File: config.mk
export PLATFORM = sky130hd
export DESIGN_NAME = alu_result_buffer_flat
export DESIGN_NICKNAME = d
export VERILOG_FILES = /design/src/rtl/alu_pkg.sv /design/src/rtl/alu_result_buffer_if.sv /design/src/rtl/alu_res_mem.sv /design/src/rtl/alu_result_buffer.sv /design/src/flat_wrapper.sv
export SDC_FILE = /design/constraint.sdc
export NUM_CORES = 1
export LEC_CHECK = 0
export BUFFER_PORTS_ARGS = -buffer_cell sky130_fd_sc_hd__buf_2
export CORE_MARGIN = 2
export CORE_UTILIZATION = 48
export DETAILED_ROUTE_END_ITERATION = 8
export GPL_ROUTABILITY_DRIVEN = 0
export PLACE_DENSITY = 0.69
export RECOVER_POWER = 100
export SLEW_MARGIN = 20
export SYNTH_ARGS = -nofsm -noshare
export SYNTH_HDL_FRONTEND = slang
export SYNTH_HIERARCHICAL = 1
export SYNTH_SLANG_ARGS = --single-unit
File: constraint.sdc
create_clock -name clk -period 4.46 [get_ports clk]
set_input_delay 0.669 -clock clk [delete_from_list [all_inputs] [get_ports clk]]
set_output_delay 0.669 -clock clk [all_outputs]
set_load 0.01 [all_outputs]
File: src/rtl/alu_pkg.sv
// Shared ALU result-buffer types and constants.
// Optional statistics are enabled by the ALU_STATS_EN macro in alu_result_buffer.
package alu_pkg;

  localparam logic [2:0] OP_ADD = 3'd0;
  localparam logic [2:0] OP_SUB = 3'd1;
  localparam logic [2:0] OP_AND = 3'd2;
  localparam logic [2:0] OP_OR  = 3'd3;
  localparam logic [2:0] OP_XOR = 3'd4;

  localparam int ALU_ENTRY_W = 9;

  typedef struct packed {
    logic [3:0] result;
    logic       cout;
    logic       zero;
    logic [2:0] op;
  } alu_entry_t;

  // Opcodes 5..7 have no defined ALU operation.
  function automatic logic is_reserved(input logic [2:0] op);
    return op > OP_XOR;
  endfunction

endpackage

File: src/rtl/alu_result_buffer_if.sv
// Producer/consumer handshake bundle for alu_result_buffer.
// Both sides use valid/ready: a beat transfers on a rising edge where valid && ready.
interface alu_result_buffer_if;

  logic       in_valid;
  logic       in_ready;
  logic [3:0] in_result;
  logic       in_cout;
  logic       in_zero;
  logic [2:0] in_op;

  logic       out_valid;
  logic       out_ready;
  logic [3:0] out_result;
  logic       out_cout;
  logic       out_zero;
  logic [2:0] out_op;

  modport slave (
    input  in_valid, in_result, in_cout, in_zero, in_op, out_ready,
    output in_ready, out_valid, out_result, out_cout, out_zero, out_op
  );

  modport master (
    output in_valid, in_result, in_cout, in_zero, in_op, out_ready,
    input  in_ready, out_valid, out_result, out_cout, out_zero, out_op
  );

endinterface

File: src/rtl/alu_res_mem.sv
// Entry storage for the result buffer: one write port, asynchronous read.
// Contents are not reset; validity is tracked by the buffer's level.
module alu_res_mem
  import alu_pkg::*;
#(
  parameter int DEPTH = 4
) (
  input  logic                     clk,
  input  logic                     we_i,
  input  logic [$clog2(DEPTH)-1:0] waddr_i,
  input  logic [ALU_ENTRY_W-1:0]   wdata_i,
  input  logic [$clog2(DEPTH)-1:0] raddr_i,
  output logic [ALU_ENTRY_W-1:0]   rdata_o
);

  logic [ALU_ENTRY_W-1:0] mem_q [DEPTH];

  always_ff @(posedge clk) begin
    if (we_i) mem_q[waddr_i] <= wdata_i;
  end

  assign rdata_o = mem_q[raddr_i];

endmodule

File: src/rtl/alu_result_buffer.sv
// FIFO of ALU results with sticky reserved-opcode flag.
// Define ALU_STATS_EN to add saturating carry/zero push counters.
module alu_result_buffer
  import alu_pkg::*;
#(
  parameter int DEPTH = 4
) (
  input  logic                   clk,
  input  logic                   rst,
  alu_result_buffer_if.slave     bus,
  output logic [$clog2(DEPTH):0] level,
  output logic                   rsv_seen
`ifdef ALU_STATS_EN
  ,
  output logic [7:0]             carry_cnt,
  output logic [7:0]             zero_cnt
`endif
);

  localparam int AW = $clog2(DEPTH);
  localparam int LW = AW + 1;
  localparam logic [LW-1:0] FULL_LVL = LW'(DEPTH);

  logic [AW-1:0] wr_ptr_q, wr_ptr_d;
  logic [AW-1:0] rd_ptr_q, rd_ptr_d;
  logic [LW-1:0] level_q, level_d;
  logic          rsv_q, rsv_d;
  logic          push, pop;

  alu_entry_t             wr_entry, rd_entry;
  logic [ALU_ENTRY_W-1:0] rd_data;

  assign bus.in_ready  = (level_q != FULL_LVL);
  assign bus.out_valid = (level_q != '0);
  assign push = bus.in_valid && bus.in_ready;
  assign pop  = bus.out_valid && bus.out_ready;

  assign wr_entry = {bus.in_result, bus.in_cout, bus.in_zero, bus.in_op};

  // DEPTH is a power of two, so pointers wrap naturally at AW bits.
  always_comb begin
    wr_ptr_d = wr_ptr_q;
    rd_ptr_d = rd_ptr_q;
    level_d  = level_q;
    rsv_d    = rsv_q | (push && is_reserved(bus.in_op));
    if (push) wr_ptr_d = wr_ptr_q + 1'b1;
    if (pop)  rd_ptr_d = rd_ptr_q + 1'b1;
    case ({push, pop})
      2'b10:   level_d = level_q + 1'b1;
      2'b01:   level_d = level_q - 1'b1;
      default: level_d = level_q;
    endcase
  end

  always_ff @(posedge clk) begin
    if (rst) begin
      wr_ptr_q <= '0;
      rd_ptr_q <= '0;
      level_q  <= '0;
      rsv_q    <= 1'b0;
    end else begin
      wr_ptr_q <= wr_ptr_d;
      rd_ptr_q <= rd_ptr_d;
      level_q  <= level_d;
      rsv_q    <= rsv_d;
    end
  end

  alu_res_mem #(.DEPTH(DEPTH)) u_mem (
    .clk     (clk),
    .we_i    (push && !rst),
    .waddr_i (wr_ptr_q),
    .wdata_i (wr_entry),
    .raddr_i (rd_ptr_q),
    .rdata_o (rd_data)
  );

  // Head fields read zero when empty so stale storage never leaks out.
  assign rd_entry       = alu_entry_t'(rd_data);
  assign bus.out_result = bus.out_valid ? rd_entry.result : 4'h0;
  assign bus.out_cout   = bus.out_valid ? rd_entry.cout   : 1'b0;
  assign bus.out_zero   = bus.out_valid ? rd_entry.zero   : 1'b0;
  assign bus.out_op     = bus.out_valid ? rd_entry.op     : 3'h0;

  assign level    = level_q;
  assign rsv_seen = rsv_q;

`ifdef ALU_STATS_EN
  logic [7:0] carry_q, carry_d;
  logic [7:0] zero_q, zero_d;

  always_comb begin
    carry_d = carry_q;
    zero_d  = zero_q;
    if (push && bus.in_cout && (carry_q != 8'hFF)) carry_d = carry_q + 8'd1;
    if (push && bus.in_zero && (zero_q  != 8'hFF)) zero_d  = zero_q  + 8'd1;
  end

  always_ff @(posedge clk) begin
    if (rst) begin
      carry_q <= 8'd0;
      zero_q  <= 8'd0;
    end else begin
      carry_q <= carry_d;
      zero_q  <= zero_d;
    end
  end

  assign carry_cnt = carry_q;
  assign zero_cnt  = zero_q;
`endif

endmodule

File: src/flat_wrapper.sv
// flat-port wrapper written by rule: the top's interface ports become plain ports
module alu_result_buffer_flat import alu_pkg::*;
#(
  parameter int DEPTH = 4
)
  (clk, rst, level, rsv_seen, bus_in_valid, bus_in_result, bus_in_cout, bus_in_zero, bus_in_op, bus_out_ready, bus_in_ready, bus_out_valid, bus_out_result, bus_out_cout, bus_out_zero, bus_out_op);
  alu_result_buffer_if bus_i ();
  input  logic clk;
  input  logic rst;
  output logic [$clog2(DEPTH):0] level;
  output logic rsv_seen;
  input wire logic [$bits(bus_i.in_valid)-1:0] bus_in_valid;
  input wire logic [$bits(bus_i.in_result)-1:0] bus_in_result;
  input wire logic [$bits(bus_i.in_cout)-1:0] bus_in_cout;
  input wire logic [$bits(bus_i.in_zero)-1:0] bus_in_zero;
  input wire logic [$bits(bus_i.in_op)-1:0] bus_in_op;
  input wire logic [$bits(bus_i.out_ready)-1:0] bus_out_ready;
  output wire logic [$bits(bus_i.in_ready)-1:0] bus_in_ready;
  output wire logic [$bits(bus_i.out_valid)-1:0] bus_out_valid;
  output wire logic [$bits(bus_i.out_result)-1:0] bus_out_result;
  output wire logic [$bits(bus_i.out_cout)-1:0] bus_out_cout;
  output wire logic [$bits(bus_i.out_zero)-1:0] bus_out_zero;
  output wire logic [$bits(bus_i.out_op)-1:0] bus_out_op;
  assign bus_i.in_valid = bus_in_valid;
  assign bus_i.in_result = bus_in_result;
  assign bus_i.in_cout = bus_in_cout;
  assign bus_i.in_zero = bus_in_zero;
  assign bus_i.in_op = bus_in_op;
  assign bus_i.out_ready = bus_out_ready;
  assign bus_in_ready = bus_i.in_ready;
  assign bus_out_valid = bus_i.out_valid;
  assign bus_out_result = bus_i.out_result;
  assign bus_out_cout = bus_i.out_cout;
  assign bus_out_zero = bus_i.out_zero;
  assign bus_out_op = bus_i.out_op;
  alu_result_buffer #(.DEPTH(DEPTH)) u_core (.clk(clk), .rst(rst), .bus(bus_i), .level(level), .rsv_seen(rsv_seen));
endmodule
* Word-level counts from Yosys, hierarchy flattened
Memories as Yosys holds them, arrays and structs flattened. A register that Yosys moved wholly into a read port is not among the register bits.
Index checks and enable logic that the tools add are counted.
** Cells by class
- Add/sub/neg operators :: 4
- Magnitude comparators :: 1
- Equal/unequal tests :: 3
- Muxes and demuxes :: 9
- Bitwise logic cells :: 1
- Reductions and logical operators :: 7
** Operators by type and width (count)
- $pmux 3 s2 :: 1
- $add 2x1->2 const B :: 2
- $logic_and 1x1->1 :: 4
- $mux 1 :: 4
- $mux 2 :: 2
- $mux 4 :: 1
- $add 3x1->3 const B :: 1
- $gt 3x3->1 const B :: 1
- $mux 3 :: 1
- $ne 3x3->1 const B :: 1
- $reduce_bool 3->1 :: 1
- $sub 3x1->3 const B :: 1
- $eq 2x1->1 const B :: 1
- $eq 2x2->1 const B :: 1
- $reduce_bool 2->1 :: 1
- $logic_not 1->1 :: 1
- $or 1x1->1 :: 1
** Storage, ports and cells
- Flip-flop bits (word level) :: 8
- Bits in writable memories :: 36
- Output and inout port bits :: 15
- Word-level logic and storage cells :: 30
- Memories kept :: 1
** Memories
- u_core.u_mem.mem_q :: words 4, bits a word 9, read ports 1, clocked after Yosys merged registers in 1, wr ports 1, RTL line alu_res_mem.sv:16 : logic [ALU_ENTRY_W-1:0] mem_q [DEPTH];

* Depth between registers and ports, before layout
- Word-level depth :: 5
- Mapped depth :: 8
- Gate-level depth less buffers :: 8

* Modules after synthesis
Netlist, hierarchy kept.
** Modules (own cells, without submodules)
- alu_res_mem :: times used 1, cells an instance 51, area each 1331.3 µm², sequential area each 1081.0 µm²
- alu_result_buffer :: times used 1, cells an instance 56, area each 479.2 µm², sequential area each 160.2 µm²

* Least setup slack after synthesis
OpenSTA, ideal clock, no wires.
- Path kind :: reg2reg
- Start :: reg u_core.level_q[2] (netlist: u_core/level[2])
- End :: reg u_core.level_q[2] (netlist: u_core/level[2])
- Data arrival time :: 2210 ps
- Slack :: 2180 ps
- Stages on the path, launching flop included :: 9
- Clock period less this slack :: 2280 ps
- Path through :: dfxtp_1 or3b_4 nand2_4 ha_1 inv_1 fa_1 xor2_1 or3_2 a21oi_1
** Between the ends
- Longest elaborated chain between the ends :: 4
- Elaborated cells on any way between the ends :: 10
- Classes of those cells :: add/sub: 2; eq/ne: 3; mux: 1; reduce/logical: 4
** RTL lines
- start, declared :: RTL line alu_result_buffer.sv:26 : logic [LW-1:0] level_q, level_d;
- start signal, assigned :: RTL line alu_result_buffer.sv:64 : level_q <= level_d;
- $ne 3x3->1 (*) :: RTL line alu_result_buffer.sv:33 : assign bus.in_ready = (level_q != FULL_LVL);
- named net bus_in_ready :: RTL line flat_wrapper.sv:18 : output wire logic [$bits(bus_i.in_ready)-1:0] bus_in_ready;
- $logic_and 1x1->1 (*) :: RTL line alu_result_buffer.sv:35 : assign push = bus.in_valid && bus.in_ready;
- $eq 2x1->1 / $eq 2x2->1 (equally long branches) :: RTL line alu_result_buffer.sv:48 : case ({push, pop})
- $pmux 3 s2 / $reduce_bool 2->1 (equally long branches)
Mark *: on every way through the listed nets, which the timed path passes. The rest lies on a longest branch.
A chain may end at the register's enable or synchronous reset.

* Worst setup path after layout
- Start :: reg u_core.level_q[0] (netlist: u_core/level[0])
- End :: out bus_out_op[0]
** Between the ends
- Longest elaborated chain between the ends :: 2
** RTL lines
- $reduce_bool 3->1 :: RTL line alu_result_buffer.sv:34 : assign bus.out_valid = (level_q != '0);
- $mux 3 :: RTL line alu_result_buffer.sv:83 : assign bus.out_op = bus.out_valid ? rd_entry.op : 3'h0;
- end, declared :: RTL line flat_wrapper.sv:23 : output wire logic [$bits(bus_i.out_op)-1:0] bus_out_op;
Every way passes these cells.

==> results.rst <==
.. list-table::
   :header-rows: 1

   * - Metric
     - Value
   * - Violated checks
     - capacitance limit, slew limit
   * - Area growth syn-to-layout
     - 11.75%
   * - Post-cts resize count
     - 0
   * - Final cell area excluding filler cells
     - 0.002023 sq mm
   * - Number of H-tree branching levels
     - 2
   * - Synthesized flop and latch total
     - 44
   * - Die outline area
     - 0.004279 sq mm
   * - Antenna Nets Post-Route
     - 0
   * - Final Cycle Share
     - 0.6112
   * - Final core utilization
     - 0.5568
   * - Synthesis warning total
     - 6
   * - Outcome
     - complete, but fails checks
   * - WL/cell
     - 15.20 microns
   * - Total via count after detailed routing
     - 961
   * - Area after detailed placement
     - 0.001992 sq mm
   * - Hold Path Class
     - flip-flop to flip-flop
   * - Max-slew violation count
     - 10
   * - Minimum hold slack
     - 0.4623 ns
   * - Startpoint type of the worst setup path
     - flip-flop
   * - Clock tree from TritonCTS
     - built
   * - Classification of the worst setup path
     - flip-flop to output pin
   * - Clk_lat worst skew
     - 0.28 ns
   * - Master cell of the clock root buffer
     - sky130_fd_sc_hd__clkbuf_8
   * - Final Total Pwr
     - 1093 uW
   * - Die width
     - 65.42 microns
   * - Net count after synthesis
     - 122
   * - Mapped Avg Cell Area
     - 16.92 sq um
   * - Grt total ovfl
     - 0
   * - Fraction of layout instances using a drive strength above 1
     - 0.1522
   * - Number of buffers created by CTS
     - 5
   * - Global-route usage over all layers
     - 0.1589
   * - Estimated wirelength of the detail-placed design
     - 1981 microns
   * - LEAKAGE
     - 0.0006877 uW
   * - Clock-pin slew on the worst setup and hold paths
     - 0.07 ns
   * - Number of library cell types mapped by synthesis
     - 29
   * - Number of antenna diodes
     - 0
   * - DRC Markers
     - 0
   * - WL final
     - 2827 microns
   * - Final Hold Violating Endpoints
     - 0
   * - Post-CTS setup buffer count
     - 0
   * - Worst slew pin tran
     - 1.568 ns
   * - Number of buffers inserted for hold repair after clock tree synthesis
     - 0
   * - Synthesized instance count
     - 107
   * - Arrival @ worst endpoint
     - 2.06 ns
   * - Critical Path RT
     - 3.79 ns
   * - Via count of the first global-routing pass
     - 996
   * - Initial Utilization
     - 0.4983
   * - Total power per unit cell area
     - 540.2 mW/mm^2
   * - Synth top area cells
     - sky130_fd_sc_hd__edfxtp_1, sky130_fd_sc_hd__mux4_2, sky130_fd_sc_hd__dfxtp_1, sky130_fd_sc_hd__and2b_1, sky130_fd_sc_hd__nor2b_1
   * - Combined area of all synthesized cells
     - 0.001810 sq mm
   * - TritonRoute pass-1 iters
     - 4
   * - Number of max-capacitance violations reported
     - 1
   * - Clock sink count
     - 44
   * - Setup violations, final
     - 0
   * - IO Port Bufs
     - 27
   * - Largest net degree at the start of global routing
     - 13
   * - Share of synthesized area occupied by flip-flops and latches
     - 0.6856
   * - Achievable Freq
     - 366.8 MHz
   * - Worst IR drop on VDD
     - 0.3306 mV
   * - Sum Neg Setup Slack
     - 0 ns
   * - Number of DRC markers in iteration 0
     - 34
   * - Longest Clk Path Bufs
     - 2
   * - Portion of synthesized cell area occupied by the leading cell type
     - 0.5971
   * - Wire length of the first global-routing pass
     - 4774 microns
   * - Post-layout min period
     - 2.726 ns
   * - Crit. End Element
     - output pin
   * - Row count
     - 22
   * - Most area-hungry cell type in the Yosys netlist
     - sky130_fd_sc_hd__edfxtp_1
   * - Largest fanout on the critical path
     - 12
   * - Area inside the core boundary
     - 0.003633 sq mm
   * - RSZ-0062 raised after global routing
     - no
   * - Tightest slew margin relative to the limit
     - -0.04765
   * - Final-stage net count
     - 152
   * - Via density per instance
     - 5.167
   * - Vertical die dimension
     - 65.42 microns
   * - Number of antenna violations at the first check in global routing
     - 0
   * - Clock tree skew after final layout
     - 0.004224 ns
   * - Number of I/O pins
     - 28
==> metrics by stage <==
step	std cells	worst slack, ns
floorplan	107	2.180
global placement	178	1.969
detailed placement	178	2.086
CTS	186	1.771
global route	186	1.473
finish	186	1.734
==> sequential cells by signal, summed over array words and instances (netlist names) <==
| register | cells |
|---|---|
| u_core/level | 3 |
| u_core/rd_ptr_q | 2 |
| u_core/rsv_seen | 1 |
| u_core/u_mem/mem_q | 36 |
| u_core/wr_ptr_q | 2 |
==> placed cells by master, fill, tap and decap left out <==
cell type and count:
sky130_fd_sc_hd__xor2_1 3, sky130_fd_sc_hd__mux2_4 1, sky130_fd_sc_hd__nand2_1 2, sky130_fd_sc_hd__or3_1 1, sky130_fd_sc_hd__o21ai_0 2, sky130_fd_sc_hd__nor3b_1 1, sky130_fd_sc_hd__and3b_1 2, sky130_fd_sc_hd__edfxtp_1 36
sky130_fd_sc_hd__o31ai_1 1, sky130_fd_sc_hd__nand3_2 1, sky130_fd_sc_hd__or3b_1 1, sky130_fd_sc_hd__nor2_1 7, sky130_fd_sc_hd__nor2b_1 5, sky130_fd_sc_hd__mux2_1 1, sky130_fd_sc_hd__buf_2 4, sky130_fd_sc_hd__o2111ai_1 1
sky130_fd_sc_hd__dfxtp_1 8, sky130_fd_sc_hd__a21oi_1 4, sky130_fd_sc_hd__ha_1 1, sky130_fd_sc_hd__clkbuf_8 5, sky130_fd_sc_hd__mux4_2 9, sky130_fd_sc_hd__clkbuf_1 25, sky130_fd_sc_hd__clkinv_1 1, sky130_fd_sc_hd__fa_1 1
sky130_fd_sc_hd__or3_2 1, sky130_fd_sc_hd__inv_1 6, sky130_fd_sc_hd__and2b_1 6, sky130_fd_sc_hd__nor3_1 1, sky130_fd_sc_hd__and3_1 1
==> synthesized netlist by cell type <==
cell type,instances
sky130_fd_sc_hd__or3_2,1
sky130_fd_sc_hd__and2b_1,6
sky130_fd_sc_hd__clkbuf_1,2
sky130_fd_sc_hd__or3_1,1
sky130_fd_sc_hd__or3b_4,1
sky130_fd_sc_hd__a21oi_1,4
sky130_fd_sc_hd__and3b_1,2
sky130_fd_sc_hd__inv_1,6
sky130_fd_sc_hd__nand2_1,1
sky130_fd_sc_hd__dfxtp_1,8
sky130_fd_sc_hd__nor2_1,7
sky130_fd_sc_hd__nand3_2,1
sky130_fd_sc_hd__edfxtp_1,36
sky130_fd_sc_hd__clkbuf_2,1
sky130_fd_sc_hd__nor3_1,1
sky130_fd_sc_hd__ha_1,1
sky130_fd_sc_hd__nor3b_1,1
sky130_fd_sc_hd__mux4_2,9
sky130_fd_sc_hd__o31ai_1,1
sky130_fd_sc_hd__mux2_1,1
sky130_fd_sc_hd__xor2_1,3
sky130_fd_sc_hd__o2111ai_1,1
sky130_fd_sc_hd__nand2_4,1
sky130_fd_sc_hd__fa_1,1
sky130_fd_sc_hd__o21ai_0,2
sky130_fd_sc_hd__and3_1,1
sky130_fd_sc_hd__mux2_4,1
sky130_fd_sc_hd__nor2b_1,5
sky130_fd_sc_hd__buf_6,1
==> power breakdown <==
group	internal, uW	leakage (uW)	switching, uW
Sequential	482	0.000393	53.5
Combinational	161	0.000255	169
Clock	109	0.0000399	118
Total	753	0.000688	340
==> per-layer routing <==
metal  up-vias  track usage  share of wire
met5         -            0              0
met4         0      0.08073          0.023
met3         8      0.06336          0.060
met2        27       0.2462           0.50
met1       462       0.1927           0.42
li1        464            -              -
==> worst max-delay path, cell delays in order (launching register included) <==
cell and delay [ns]:
sky130_fd_sc_hd__dfxtp_1 0.37, sky130_fd_sc_hd__nor3_1 0.99, sky130_fd_sc_hd__and2b_1 0.28, sky130_fd_sc_hd__clkbuf_1 0.12
==> kinds of logic after synthesis <==
logic type	synth area share
buffers and inverters	0.02557
multiplexers	0.1265
adder cells (fa/ha/maj)	0.01797
XOR/XNOR	0.01452
flip-flops	0.6856
AND/OR/NAND/NOR	0.1044
AO/OA/AOI/OAI	0.02557
==> path summary, 6_finish.rpt <==
check / from / endpoint / slack (ns) / cells after the start
hold reg to reg: u_core/rsv_seen / u_core/rsv_seen / 0.46 / 2
setup reg to reg: u_core/level[0] / u_core/u_mem/mem_q[0][5] / 1.84 / 4
hold / removal: u_core/rsv_seen / u_core/rsv_seen / 0.46 / 2
setup / recovery: u_core/level[0] / bus_out_op[0] / 1.73 / 3
==> final cells by class <==
type / instances / area [sq um]
fill: 320 / 1610
sequential: 44 / 1241
multi-input combinational: 53 / 513.0
timing repair buffer: 27 / 106.4
clock buffer: 7 / 76.32
tap: 48 / 60.06
inverter: 6 / 22.52
clock inverter: 1 / 3.754
Power figures use the tool's default switching activity.
